### config.mk
export PLATFORM = sky130hd
export DESIGN_NAME = fragment_writer_flat
export DESIGN_NICKNAME = d
export VERILOG_FILES = /design/src/rtl/fragment_writer_if.sv /design/src/rtl/fragment_writer.sv /design/src/flat_wrapper.sv
export SDC_FILE = /design/constraint.sdc
export NUM_CORES = 1
export LEC_CHECK = 0
export CAP_MARGIN = 10
export CORE_MARGIN = 10
export CORE_UTILIZATION = 30
export CTS_CLUSTER_SIZE = 30
export DETAILED_ROUTE_END_ITERATION = 6
export HOLD_SLACK_MARGIN = 0.08
export PLACE_DENSITY = 0.65
export SYNTH_ARGS = -nofsm -noshare
export SYNTH_HDL_FRONTEND = slang
export SYNTH_SLANG_ARGS = --single-unit
### constraint.sdc
create_clock -name clk -period 2 [get_ports clk]
set_input_delay 0.4 -clock clk [delete_from_list [all_inputs] [get_ports clk]]
set_output_delay 0.4 -clock clk [all_outputs]
set_load 0.01 [all_outputs]
### src/rtl/fragment_writer_if.sv
// Fragment stream types and the fragment/memory bus bundle used by fragment_writer.
// master = the writer side (fragment sink, memory requester); slave = the environment side.
package fragment_pkg;
  typedef logic signed [31:0] fp32_t;
  localparam fp32_t FP_ONE = 32'sh0001_0000;

  typedef struct packed {
    logic [15:0] x;
    logic [15:0] y;
    fp32_t       z;
    fp32_t       u;
    fp32_t       v;
    fp32_t       r;
    fp32_t       g;
    fp32_t       b;
    logic        valid;
  } fragment_t;
endpackage

interface fragment_writer_if
  import fragment_pkg::*;
#(
  parameter int ADDR_W = 20
);
  fragment_t         frag_in;
  logic              frag_valid;
  logic              frag_ready;
  logic              mem_req;
  logic              mem_we;
  logic [ADDR_W-1:0] mem_addr;
  logic [15:0]       mem_wdata;
  logic [15:0]       mem_rdata;
  logic              mem_ack;

  modport master (
    input  frag_in, frag_valid, mem_rdata, mem_ack,
    output frag_ready, mem_req, mem_we, mem_addr, mem_wdata
  );

  modport slave (
    output frag_in, frag_valid, mem_rdata, mem_ack,
    input  frag_ready, mem_req, mem_we, mem_addr, mem_wdata
  );
endinterface

### src/rtl/fragment_writer.sv
// Fragment writer: bounds check, RGB565 pack and framebuffer write over a req/ack bus.
// Optional depth test (read-compare-write of a 16-bit depth buffer) enabled by DEPTH_TEST_EN.
module fragment_writer
  import fragment_pkg::*;
#(
  parameter int                FB_WIDTH   = 640,
  parameter int                FB_HEIGHT  = 480,
  parameter int                ADDR_W     = 20,
  parameter logic [ADDR_W-1:0] COLOR_BASE = 20'h00000,
  parameter logic [ADDR_W-1:0] DEPTH_BASE = 20'h4B000
) (
  input  logic               clk,
  input  logic               rst_n,
  fragment_writer_if.master  bus,
  output logic [31:0]        pix_written,
  output logic [31:0]        pix_killed,
  output logic               idle
);

  typedef enum logic [1:0] {
    IDLE     = 2'd0,
    DEPTH_RD = 2'd1,
    DEPTH_WR = 2'd2,
    COLOR_WR = 2'd3
  } state_t;

  function automatic logic [7:0] chan8(input fp32_t c);
    logic [7:0] res;
    if (c[31]) begin
      res = 8'h00;
    end else if (c >= FP_ONE) begin
      res = 8'hFF;
    end else begin
      res = c[15:8];
    end
    return res;
  endfunction

  function automatic logic [15:0] pack565(input fp32_t r, input fp32_t g, input fp32_t b);
    logic [7:0] r8;
    logic [7:0] g8;
    logic [7:0] b8;
    r8 = chan8(r);
    g8 = chan8(g);
    b8 = chan8(b);
    return {r8[7:3], g8[7:2], b8[7:3]};
  endfunction

`ifdef DEPTH_TEST_EN
  function automatic logic [15:0] depth_conv(input fp32_t z);
    logic [15:0] res;
    if (z[31]) begin
      res = 16'h0000;
    end else if (z >= FP_ONE) begin
      res = 16'hFFFF;
    end else begin
      res = z[15:0];
    end
    return res;
  endfunction
`endif

  state_t            state_q, state_d;
  logic [ADDR_W-1:0] idx_q, idx_d;
  logic [15:0]       color_q, color_d;
  logic              mem_req_q, mem_req_d;
  logic              mem_we_q, mem_we_d;
  logic [ADDR_W-1:0] mem_addr_q, mem_addr_d;
  logic [15:0]       mem_wdata_q, mem_wdata_d;
  logic [31:0]       pix_written_q, pix_written_d;
  logic [31:0]       pix_killed_q, pix_killed_d;
`ifdef DEPTH_TEST_EN
  logic [15:0]       depth_q, depth_d;
`endif

  logic        accept_s;
  logic        oob_s;
  logic        ack_s;
  logic        written_inc_s;
  logic        killed_inc_s;
  logic [31:0] idx_full_s;

  assign accept_s   = bus.frag_valid && (state_q == IDLE);
  assign oob_s      = ({16'h0000, bus.frag_in.x} >= 32'(FB_WIDTH)) ||
                      ({16'h0000, bus.frag_in.y} >= 32'(FB_HEIGHT));
  assign ack_s      = mem_req_q && bus.mem_ack;
  assign idx_full_s = ({16'h0000, bus.frag_in.y} * 32'(FB_WIDTH)) + {16'h0000, bus.frag_in.x};

  // Next-state, latch and counter logic; memory outputs are derived from the next state
  // so that mem_req is already high in the first cycle of every memory state.
  always_comb begin
    state_d       = state_q;
    idx_d         = idx_q;
    color_d       = color_q;
    mem_req_d     = mem_req_q;
    mem_we_d      = mem_we_q;
    mem_addr_d    = mem_addr_q;
    mem_wdata_d   = mem_wdata_q;
    written_inc_s = 1'b0;
    killed_inc_s  = 1'b0;
`ifdef DEPTH_TEST_EN
    depth_d       = depth_q;
`endif

    case (state_q)
      IDLE: begin
        if (accept_s && oob_s) begin
          killed_inc_s = 1'b1;
        end else if (accept_s) begin
          idx_d   = ADDR_W'(idx_full_s);
          color_d = pack565(bus.frag_in.r, bus.frag_in.g, bus.frag_in.b);
`ifdef DEPTH_TEST_EN
          depth_d = depth_conv(bus.frag_in.z);
          state_d = DEPTH_RD;
`else
          state_d = COLOR_WR;
`endif
        end else begin
          state_d = IDLE;
        end
      end
`ifdef DEPTH_TEST_EN
      DEPTH_RD: begin
        if (ack_s && (depth_q < bus.mem_rdata)) begin
          state_d = DEPTH_WR;
        end else if (ack_s) begin
          state_d      = IDLE;
          killed_inc_s = 1'b1;
        end else begin
          state_d = DEPTH_RD;
        end
      end
      DEPTH_WR: begin
        if (ack_s) begin
          state_d = COLOR_WR;
        end else begin
          state_d = DEPTH_WR;
        end
      end
`endif
      COLOR_WR: begin
        if (ack_s) begin
          state_d       = IDLE;
          written_inc_s = 1'b1;
        end else begin
          state_d = COLOR_WR;
        end
      end
      default: begin
        state_d = IDLE;
      end
    endcase

    case (state_d)
      IDLE: begin
        mem_req_d = 1'b0;
      end
`ifdef DEPTH_TEST_EN
      DEPTH_RD: begin
        mem_req_d  = 1'b1;
        mem_we_d   = 1'b0;
        mem_addr_d = DEPTH_BASE + idx_d;
      end
      DEPTH_WR: begin
        mem_req_d   = 1'b1;
        mem_we_d    = 1'b1;
        mem_addr_d  = DEPTH_BASE + idx_d;
        mem_wdata_d = depth_d;
      end
`endif
      COLOR_WR: begin
        mem_req_d   = 1'b1;
        mem_we_d    = 1'b1;
        mem_addr_d  = COLOR_BASE + idx_d;
        mem_wdata_d = color_d;
      end
      default: begin
        mem_req_d = 1'b0;
      end
    endcase

    if (written_inc_s && (pix_written_q != 32'hFFFF_FFFF)) begin
      pix_written_d = pix_written_q + 32'd1;
    end else begin
      pix_written_d = pix_written_q;
    end
    if (killed_inc_s && (pix_killed_q != 32'hFFFF_FFFF)) begin
      pix_killed_d = pix_killed_q + 32'd1;
    end else begin
      pix_killed_d = pix_killed_q;
    end
  end

  // State, latched fragment, registered bus outputs and counters.
  always_ff @(posedge clk or negedge rst_n) begin
    if (!rst_n) begin
      state_q       <= IDLE;
      idx_q         <= '0;
      color_q       <= 16'h0000;
      mem_req_q     <= 1'b0;
      mem_we_q      <= 1'b0;
      mem_addr_q    <= '0;
      mem_wdata_q   <= 16'h0000;
      pix_written_q <= 32'h0000_0000;
      pix_killed_q  <= 32'h0000_0000;
`ifdef DEPTH_TEST_EN
      depth_q       <= 16'h0000;
`endif
    end else begin
      state_q       <= state_d;
      idx_q         <= idx_d;
      color_q       <= color_d;
      mem_req_q     <= mem_req_d;
      mem_we_q      <= mem_we_d;
      mem_addr_q    <= mem_addr_d;
      mem_wdata_q   <= mem_wdata_d;
      pix_written_q <= pix_written_d;
      pix_killed_q  <= pix_killed_d;
`ifdef DEPTH_TEST_EN
      depth_q       <= depth_d;
`endif
    end
  end

  assign bus.frag_ready = (state_q == IDLE);
  assign bus.mem_req    = mem_req_q;
  assign bus.mem_we     = mem_we_q;
  assign bus.mem_addr   = mem_addr_q;
  assign bus.mem_wdata  = mem_wdata_q;
  assign pix_written    = pix_written_q;
  assign pix_killed     = pix_killed_q;
  assign idle           = (state_q == IDLE);

endmodule

### src/flat_wrapper.sv
// flat-port wrapper written by rule: the top's interface ports become plain ports
module fragment_writer_flat import fragment_pkg::*;
#(
  parameter int                FB_WIDTH   = 640,
  parameter int                FB_HEIGHT  = 480,
  parameter int                ADDR_W     = 20,
  parameter logic [ADDR_W-1:0] COLOR_BASE = 20'h00000,
  parameter logic [ADDR_W-1:0] DEPTH_BASE = 20'h4B000
)
  (clk, rst_n, pix_written, pix_killed, idle, bus_frag_in, bus_frag_valid, bus_mem_rdata, bus_mem_ack, bus_frag_ready, bus_mem_req, bus_mem_we, bus_mem_addr, bus_mem_wdata);
  fragment_writer_if #(.ADDR_W(ADDR_W)) bus_i ();
  input  logic clk;
  input  logic rst_n;
  output logic [31:0] pix_written;
  output logic [31:0] pix_killed;
  output logic idle;
  input wire logic [$bits(bus_i.frag_in)-1:0] bus_frag_in;
  input wire logic [$bits(bus_i.frag_valid)-1:0] bus_frag_valid;
  input wire logic [$bits(bus_i.mem_rdata)-1:0] bus_mem_rdata;
  input wire logic [$bits(bus_i.mem_ack)-1:0] bus_mem_ack;
  output wire logic [$bits(bus_i.frag_ready)-1:0] bus_frag_ready;
  output wire logic [$bits(bus_i.mem_req)-1:0] bus_mem_req;
  output wire logic [$bits(bus_i.mem_we)-1:0] bus_mem_we;
  output wire logic [$bits(bus_i.mem_addr)-1:0] bus_mem_addr;
  output wire logic [$bits(bus_i.mem_wdata)-1:0] bus_mem_wdata;
  assign bus_i.frag_in = bus_frag_in;
  assign bus_i.frag_valid = bus_frag_valid;
  assign bus_i.mem_rdata = bus_mem_rdata;
  assign bus_i.mem_ack = bus_mem_ack;
  assign bus_frag_ready = bus_i.frag_ready;
  assign bus_mem_req = bus_i.mem_req;
  assign bus_mem_we = bus_i.mem_we;
  assign bus_mem_addr = bus_i.mem_addr;
  assign bus_mem_wdata = bus_i.mem_wdata;
  fragment_writer #(.FB_WIDTH(FB_WIDTH), .FB_HEIGHT(FB_HEIGHT), .ADDR_W(ADDR_W), .COLOR_BASE(COLOR_BASE), .DEPTH_BASE(DEPTH_BASE)) u_core (.clk(clk), .rst_n(rst_n), .bus(bus_i), .pix_written(pix_written), .pix_killed(pix_killed), .idle(idle));
endmodule
==> results.toml, run 1 <==
[run_status]
status = "finished, violations left"
violations = "setup timing"

[layout]
num_antenna_cells = 0
syn_to_final_growth_pct = 80.0
final_common_cell = "clkdlybuf4s50_1"
nets = 1374
layout-drive-gt1-share = 0.346
most-common-layout-cells = "clkdlybuf4s50_1 (177), buf_4 (145), dfrtp_1 (138)"
fin_area_mm2 = 0.0126

[floorplanning]
io_pins = 349
dieArea_mm2 = 0.0298
core_area_mm2 = 0.0228
dieHeight_um = 173
std_cell_rows = 55
initial_core_util = 0.307
die_w_um = 173

[timing]
worst_slew_pin_slew_ns = 0.556
skew_ns = 0.00890
worst_slack_ns = -0.602
rsz0062_at_grt = "true"
max_slew_margin = 0.626
setup_violations = 35
slew_violations = 0
hold_viol = 0
period_minus_slack_ns = 2.60
maxClockFrequency_mhz = 384
min_period_over_period = 1.30
fin_hold_ws_ns = 0.430

[power_and_ir_drop]
ir_drop_uv = 504
leakage_nw = 5.70
power.density_mw_per_mm2 = 646

[yosys]
synthFlopType = "dfrtp_1"
async_flop_share = 1.00
syn_area_mm2 = 0.00699
synth_edf_count = 0
syn_nets = 990
syn_inst = 711
ys_seq_area_frac = 0.501
yosysWarnings = 0
synth_top_area_share = 0.501
yosysUniqueCellTypes = 49
synth.area.top_cells = "dfrtp_1 (50%), nand2_1 (8.4%), xnor2_1 (7.0%), ha_1 (5.7%), nor2_1 (3.0%)"
synth_top_cell_by_area = "dfrtp_1"
ys_ff_latch = 140
syn_avg_cell_area_um2 = 9.83

[placement]
dpl_worst_slack_ns = -1.55
place.gp.congestion = 0.804
dpl-instance-area_mm2 = 0.0106
portBuffers = 203
place_hpwl_um = 16800

[route]
wl_per_cell_um = 16.3
drt_wl_total_um = 23200
drcViolationCount = 0
route.antenna.remaining_nets = 0
drt_iter0_drc = 316
vias = 6649
first_pass_iters = 4
vias_per_cell = 4.68

[worst_setup_path]
crit_buf_inv = 3
crit_arrival_ns = 2.90
path_cells = "buf_6, ha_4, ha_4, inv_2, fa_2, nor2b_2, o31a_1, a21oi_2, ha_1, nand2_1, o21ai_2, buf_4, o21a_1, xor2_1, o21ai_1, mux2_4"
slowest_stage = "fa_2"
cpPeakStageDelay_ns = 0.35
crit_family = "adder cells"
critPathLaunchType = "input pin"
required_ns = 2.30
path_max_fanout = 2
rr_startpoint = "u_core.pix_written[23]"
startpoint = "bus_frag_in[194]"
end_kind = "flop"
path_common_cell = "ha_4"
path_class = "in2reg"

[clocking]
h-tree-depth = 4
clk_pin_slew_worst_paths_ns = 0.06
cts_buffers = 17
cts_tree = "built"
cts.sinks = 140
clockBufferDepth = 2
root_buffer = "clkbuf_16"
worstSkewPairLatency_ns = 0.42

[global_route]
antenna_found_initial = 0
grt_usage = 0.154
grt_pass1_wl_um = 37500
grt_max_degree = 38
grt_pass1_vias = 7033
grt_overflow = 0

[job]
drv_cap = 0

[min_path]
min_path_type = "in2async"
metrics by stage:
| step | utilization | instances | TNS [ns] | power [mW] |
|---|---|---|---|---|
| 2_1_floorplan | - | 711 | -16.62 | 3.71 |
| 3_3_place_gp | 0.465 | 1347 | -80.97 | 4.54 |
| 3_5_place_dp | 0.465 | 1347 | -83.04 | 4.57 |
| 4_1_cts | 0.536 | 1411 | -7.16 | 8.16 |
| 5_1_grt | 0.552 | 1421 | -11.06 | 8.53 |
| 6_report | 0.552 | 1421 | -7.49 | 8.13 |
Yosys cell counts, drive strengths merged, types with 9 or more instances:
master  number
dfrtp      140
and3         9
nand3       27
nor3        12
xor2        23
xnor2       56
nor4        14
ha          32
a21oi       13
a31oi        9
o31ai       19
clkbuf      11
inv         15
nand2      157
nand4       24
nor2        56
o21ai       20
registers in the layout, summed over array words and instances, names as in the netlist:
signal,flops
u_core.color_q,16
u_core.state_q,2
u_core.pix_killed,32
u_core.bus.mem_addr,20
u_core.bus.mem_req,1
u_core.bus.mem_wdata,16
u_core.bus.mem_we,1
u_core.idx_q,20
u_core.pix_written,32
metal layers:
metal  track usage  routed length (um)
met3        0.0386                 878
met4        0.0485                 422
met5             0                   0
met1         0.178                9740
met2         0.272               12200
worst paths after layout:
| path | depth (start not counted) | slack, ns | end |
|---|---|---|---|
| worst max-delay path | 16 | -0.60 | u_core.bus.mem_addr[16] |
| worst min-delay path | 2 | 0.43 | u_core.pix_killed[13] |
| worst max register to register | 8 | 0 | u_core.pix_written[22] |
| worst min register to register | 2 | 0.47 | u_core.bus.mem_addr[10] |
| max in group asynchronous | 3 | 0.94 | u_core.bus.mem_addr[10] |
| min in group clk | 2 | 0.47 | u_core.bus.mem_addr[10] |
area by class of cell:
type | count | area [um^2]
Tap cell | 313 | 392
Sequential cell | 140 | 3510
Inverter | 16 | 67.6
Multi-Input combinational cell | 537 | 4230
Timing Repair Buffer | 383 | 3750
Clock buffer | 17 | 425
Clock inverter | 15 | 215
Fill cell | 1927 | 10200
report_power, final:
part | total (mW) | internal [mW] | switching, mW
sequential | 2.94 | 2.90 | 0.0386
clock | 3.41 | 2.11 | 1.30
combinational | 1.78 | 0.995 | 0.782
total | 8.13 | 6.01 | 2.12
repair_timing:
action / 4_1_cts / 5_1_grt
endpoints found under the hold margin: 26 / 0
pin swaps: 79 / 52
hold buffers: 1 / 0
setup endpoints to repair: 107 / 99
setup buffers: 27 / 17
gates cloned: 9 / 1
gates resized for setup: 180 / 86
cells by family after synthesis:
family	synth area share
buffers and inverters	0.0233
adders and majority gates	0.0630
DFF	0.501
muxes	0.00966
and+or+nand+nor	0.226
AOI/OAI and AO/OA	0.0778
xor gates and xnor gates	0.0990
Power figures use the tool's default switching activity.
==> inputs of run 2 (changes only) <==
--- a/config.mk
+++ b/config.mk
@@ -7,11 +7,12 @@
 export LEC_CHECK = 0
 export CAP_MARGIN = 10
 export CORE_MARGIN = 10
-export CORE_UTILIZATION = 30
+export CORE_UTILIZATION = 41
 export CTS_CLUSTER_SIZE = 30
 export DETAILED_ROUTE_END_ITERATION = 6
 export HOLD_SLACK_MARGIN = 0.08
-export PLACE_DENSITY = 0.65
+export PLACE_DENSITY = 0.82
+export REMOVE_ABC_BUFFERS = 1
 export SYNTH_ARGS = -nofsm -noshare
 export SYNTH_HDL_FRONTEND = slang
 export SYNTH_SLANG_ARGS = --single-unit
==> constraint.sdc (replaced) <==
create_clock -name clk -period 2.66 [get_ports clk]
set_input_delay 0.532 -clock clk [delete_from_list [all_inputs] [get_ports clk]]
set_output_delay 0.532 -clock clk [all_outputs]
set_load 0.01 [all_outputs]
==> results.toml, run 2 (synthesized netlist as in run 1, its figures left out) <==
[run_status]
status = "finished, violations left"
violations = "setup timing"

[timing]
hold_viol = 0
skew_ns = 0.00956
min_period_over_period = 1.05
max_slew_margin = 0.492
worst_slack_ns = -0.139
slew_violations = 0
rsz0062_at_grt = "true"
maxClockFrequency_mhz = 357
setup_violations = 6
fin_hold_ws_ns = 0.470
period_minus_slack_ns = 2.80
worst_slew_pin_slew_ns = 0.757

[power_and_ir_drop]
p_int_mw = 4.34
p_sw_frac = 0.256
comb_power_share = 0.204
ir_drop_uv = 477
power.density_mw_per_mm2 = 541
power_frac_clock = 0.409
switching_power_mw = 1.50
leakage_nw = 4.82
pwr-share-seq = 0.386

[route]
first_pass_iters = 4
drcViolationCount = 0
wl_per_cell_um = 16.9
vias = 6288
drt_wl_total_um = 20900
drt_iter0_drc = 256
route.antenna.remaining_nets = 0
vias_per_cell = 5.10

[worst_setup_path]
rr_startpoint = "u_core.pix_written[12]"
r2r_cells = 7
critPathLaunchType = "input pin"
path_max_fanout = 2
required_ns = 2.95
r2r_end = "u_core.pix_written[8]"
endpoint = "u_core.bus.mem_addr[16]"
crit_arrival_ns = 3.09
end_kind = "flop"
reg2reg_slack_ns = 0.32
startpoint = "bus_frag_in[194]"
path_class = "in2reg"

[floorplanning]
die_w_um = 151
std_cell_rows = 47
io_pins = 349
dieArea_mm2 = 0.0227
dieHeight_um = 151
initial_core_util = 0.420
core_area_mm2 = 0.0166

[clocking]
cts.sinks = 140
h-tree-depth = 4
root_buffer = "clkbuf_16"
cts_tree = "built"
clk_pin_slew_worst_paths_ns = 0.06
cts_buffers = 17
worstSkewPairLatency_ns = 0.41
clockBufferDepth = 2

[layout]
nets = 1278
fin_util = 0.648
num_antenna_cells = 0
fill_cells = 1307
final_cell_count_no_fill = 1232
multi_input_area_mm2 = 0.00365
final_common_cell = "clkdlybuf4s50_1"
fin_area_mm2 = 0.0108
layout-drive-gt1-share = 0.176
syn_to_final_growth_pct = 54.3
regArea_mm2 = 0.00350
most-common-layout-cells = "clkdlybuf4s50_1 (193), nand2_1 (154), dfrtp_1 (140)"

[global_route]
antenna_found_initial = 0
grt_usage = 0.182
grt_pass1_wl_um = 33100
grt_overflow = 0
grt_pass1_vias = 6512
grt_max_degree = 54

[placement]
dpl-instance-area_mm2 = 0.00980
dp.cells = 1189
place.gp.congestion = 0.838
dpl_worst_slack_ns = -1.23
place_hpwl_um = 15600
portBuffers = 203

[min_path]
min_path_type = "reg2reg"
holdPathStages = 2

[job]
drv_cap = 0
-- run 2: cell count changes in the layout (fill, tap and decap cells not counted), moves of 11 or more --
cell / previous run / this run
o31ai_1: 2 / 18
nand2_1: 106 / 154
nand2_2: 40 / 3
o31ai_4: 13 / 0
clkdlybuf4s50_1: 177 / 193
buf_4: 145 / 80
nand3_2: 11 / 0
buf_6: 17 / 2
nand3_1: 16 / 27
o21ai_0: 2 / 14
nand2_4: 11 / 0
-- run 2: layout make-up --
type | instances | share of cell area
multi-input combinational | 537 | 0.338
sequential | 140 | 0.325
timing repair buffer | 287 | 0.251
clock buffer | 19 | 0.0401
tap | 220 | 0.0255
clock inverter | 13 | 0.0154
inverter | 16 | 0.00568
-- run 2: stage by stage --
stage | setup TNS, ns | power, mW
3_5_place_dp | -22.67 | 3.28
4_1_cts | -0.424 | 5.80
3_3_place_gp | -18.31 | 3.25
2_1_floorplan | -43.02 | 2.73
6_report | -0.510 | 5.84
5_1_grt | -1.32 | 6.10
-- run 2: critical path, cell delays in order --
cell and delay, ns:
buf_6 0.10, ha_4 0.26, ha_4 0.13, inv_2 0.03, fa_2 0.35, nor2b_2 0.14
o31a_1 0.18, a21oi_2 0.05, ha_1 0.30, nand2_1 0.07, o21ai_2 0.15, buf_4 0.13
o21a_1 0.14, xor2_1 0.16, o21ai_1 0.11, mux2_4 0.26
-- run 2: repair_timing --
item                                    in CTS  in global routing
endpoints found under the setup margin      16                 11
cloned                                       0                  0
hold buffers                                 1                  0
pin swaps                                   31                 22
hold endpoints to repair                    19                  0
buffers inserted                            10                  1
resized for setup                           64                 26
-- run 2: routing by layer --
layer	GRT usage	vias to the layer above	share of wire
met5	0	-	0
met4	0.0549	0	0.015
met3	0.0606	28	0.077
met2	0.295	209	0.48
met1	0.225	3007	0.43
li1	-	3044	-
-- run 2: worst min-delay path by stage --
stage                     slack, ns                  endpoint                startpoint
after global placement         0.45           u_core.idx_q[5]           u_core.idx_q[5]
after global routing           0.50        u_core.color_q[14]        u_core.color_q[14]
after floorplan                0.24    u_core.bus.mem_addr[0]                     rst_n
after detailed placement       0.46           u_core.idx_q[4]           u_core.idx_q[4]
final                          0.47  u_core.bus.mem_wdata[13]  u_core.bus.mem_wdata[13]
after CTS                      0.48           u_core.idx_q[4]           u_core.idx_q[4]
-- run 2: power groups by stage --
stage,combinational [mW],sequential (mW),clock [mW]
floorplan,0.423,2.30,0
finish,1.19,2.25,2.39
global route,1.30,2.26,2.54
detailed placement,0.987,2.29,0
global placement,0.963,2.29,0
CTS,1.10,2.25,2.45
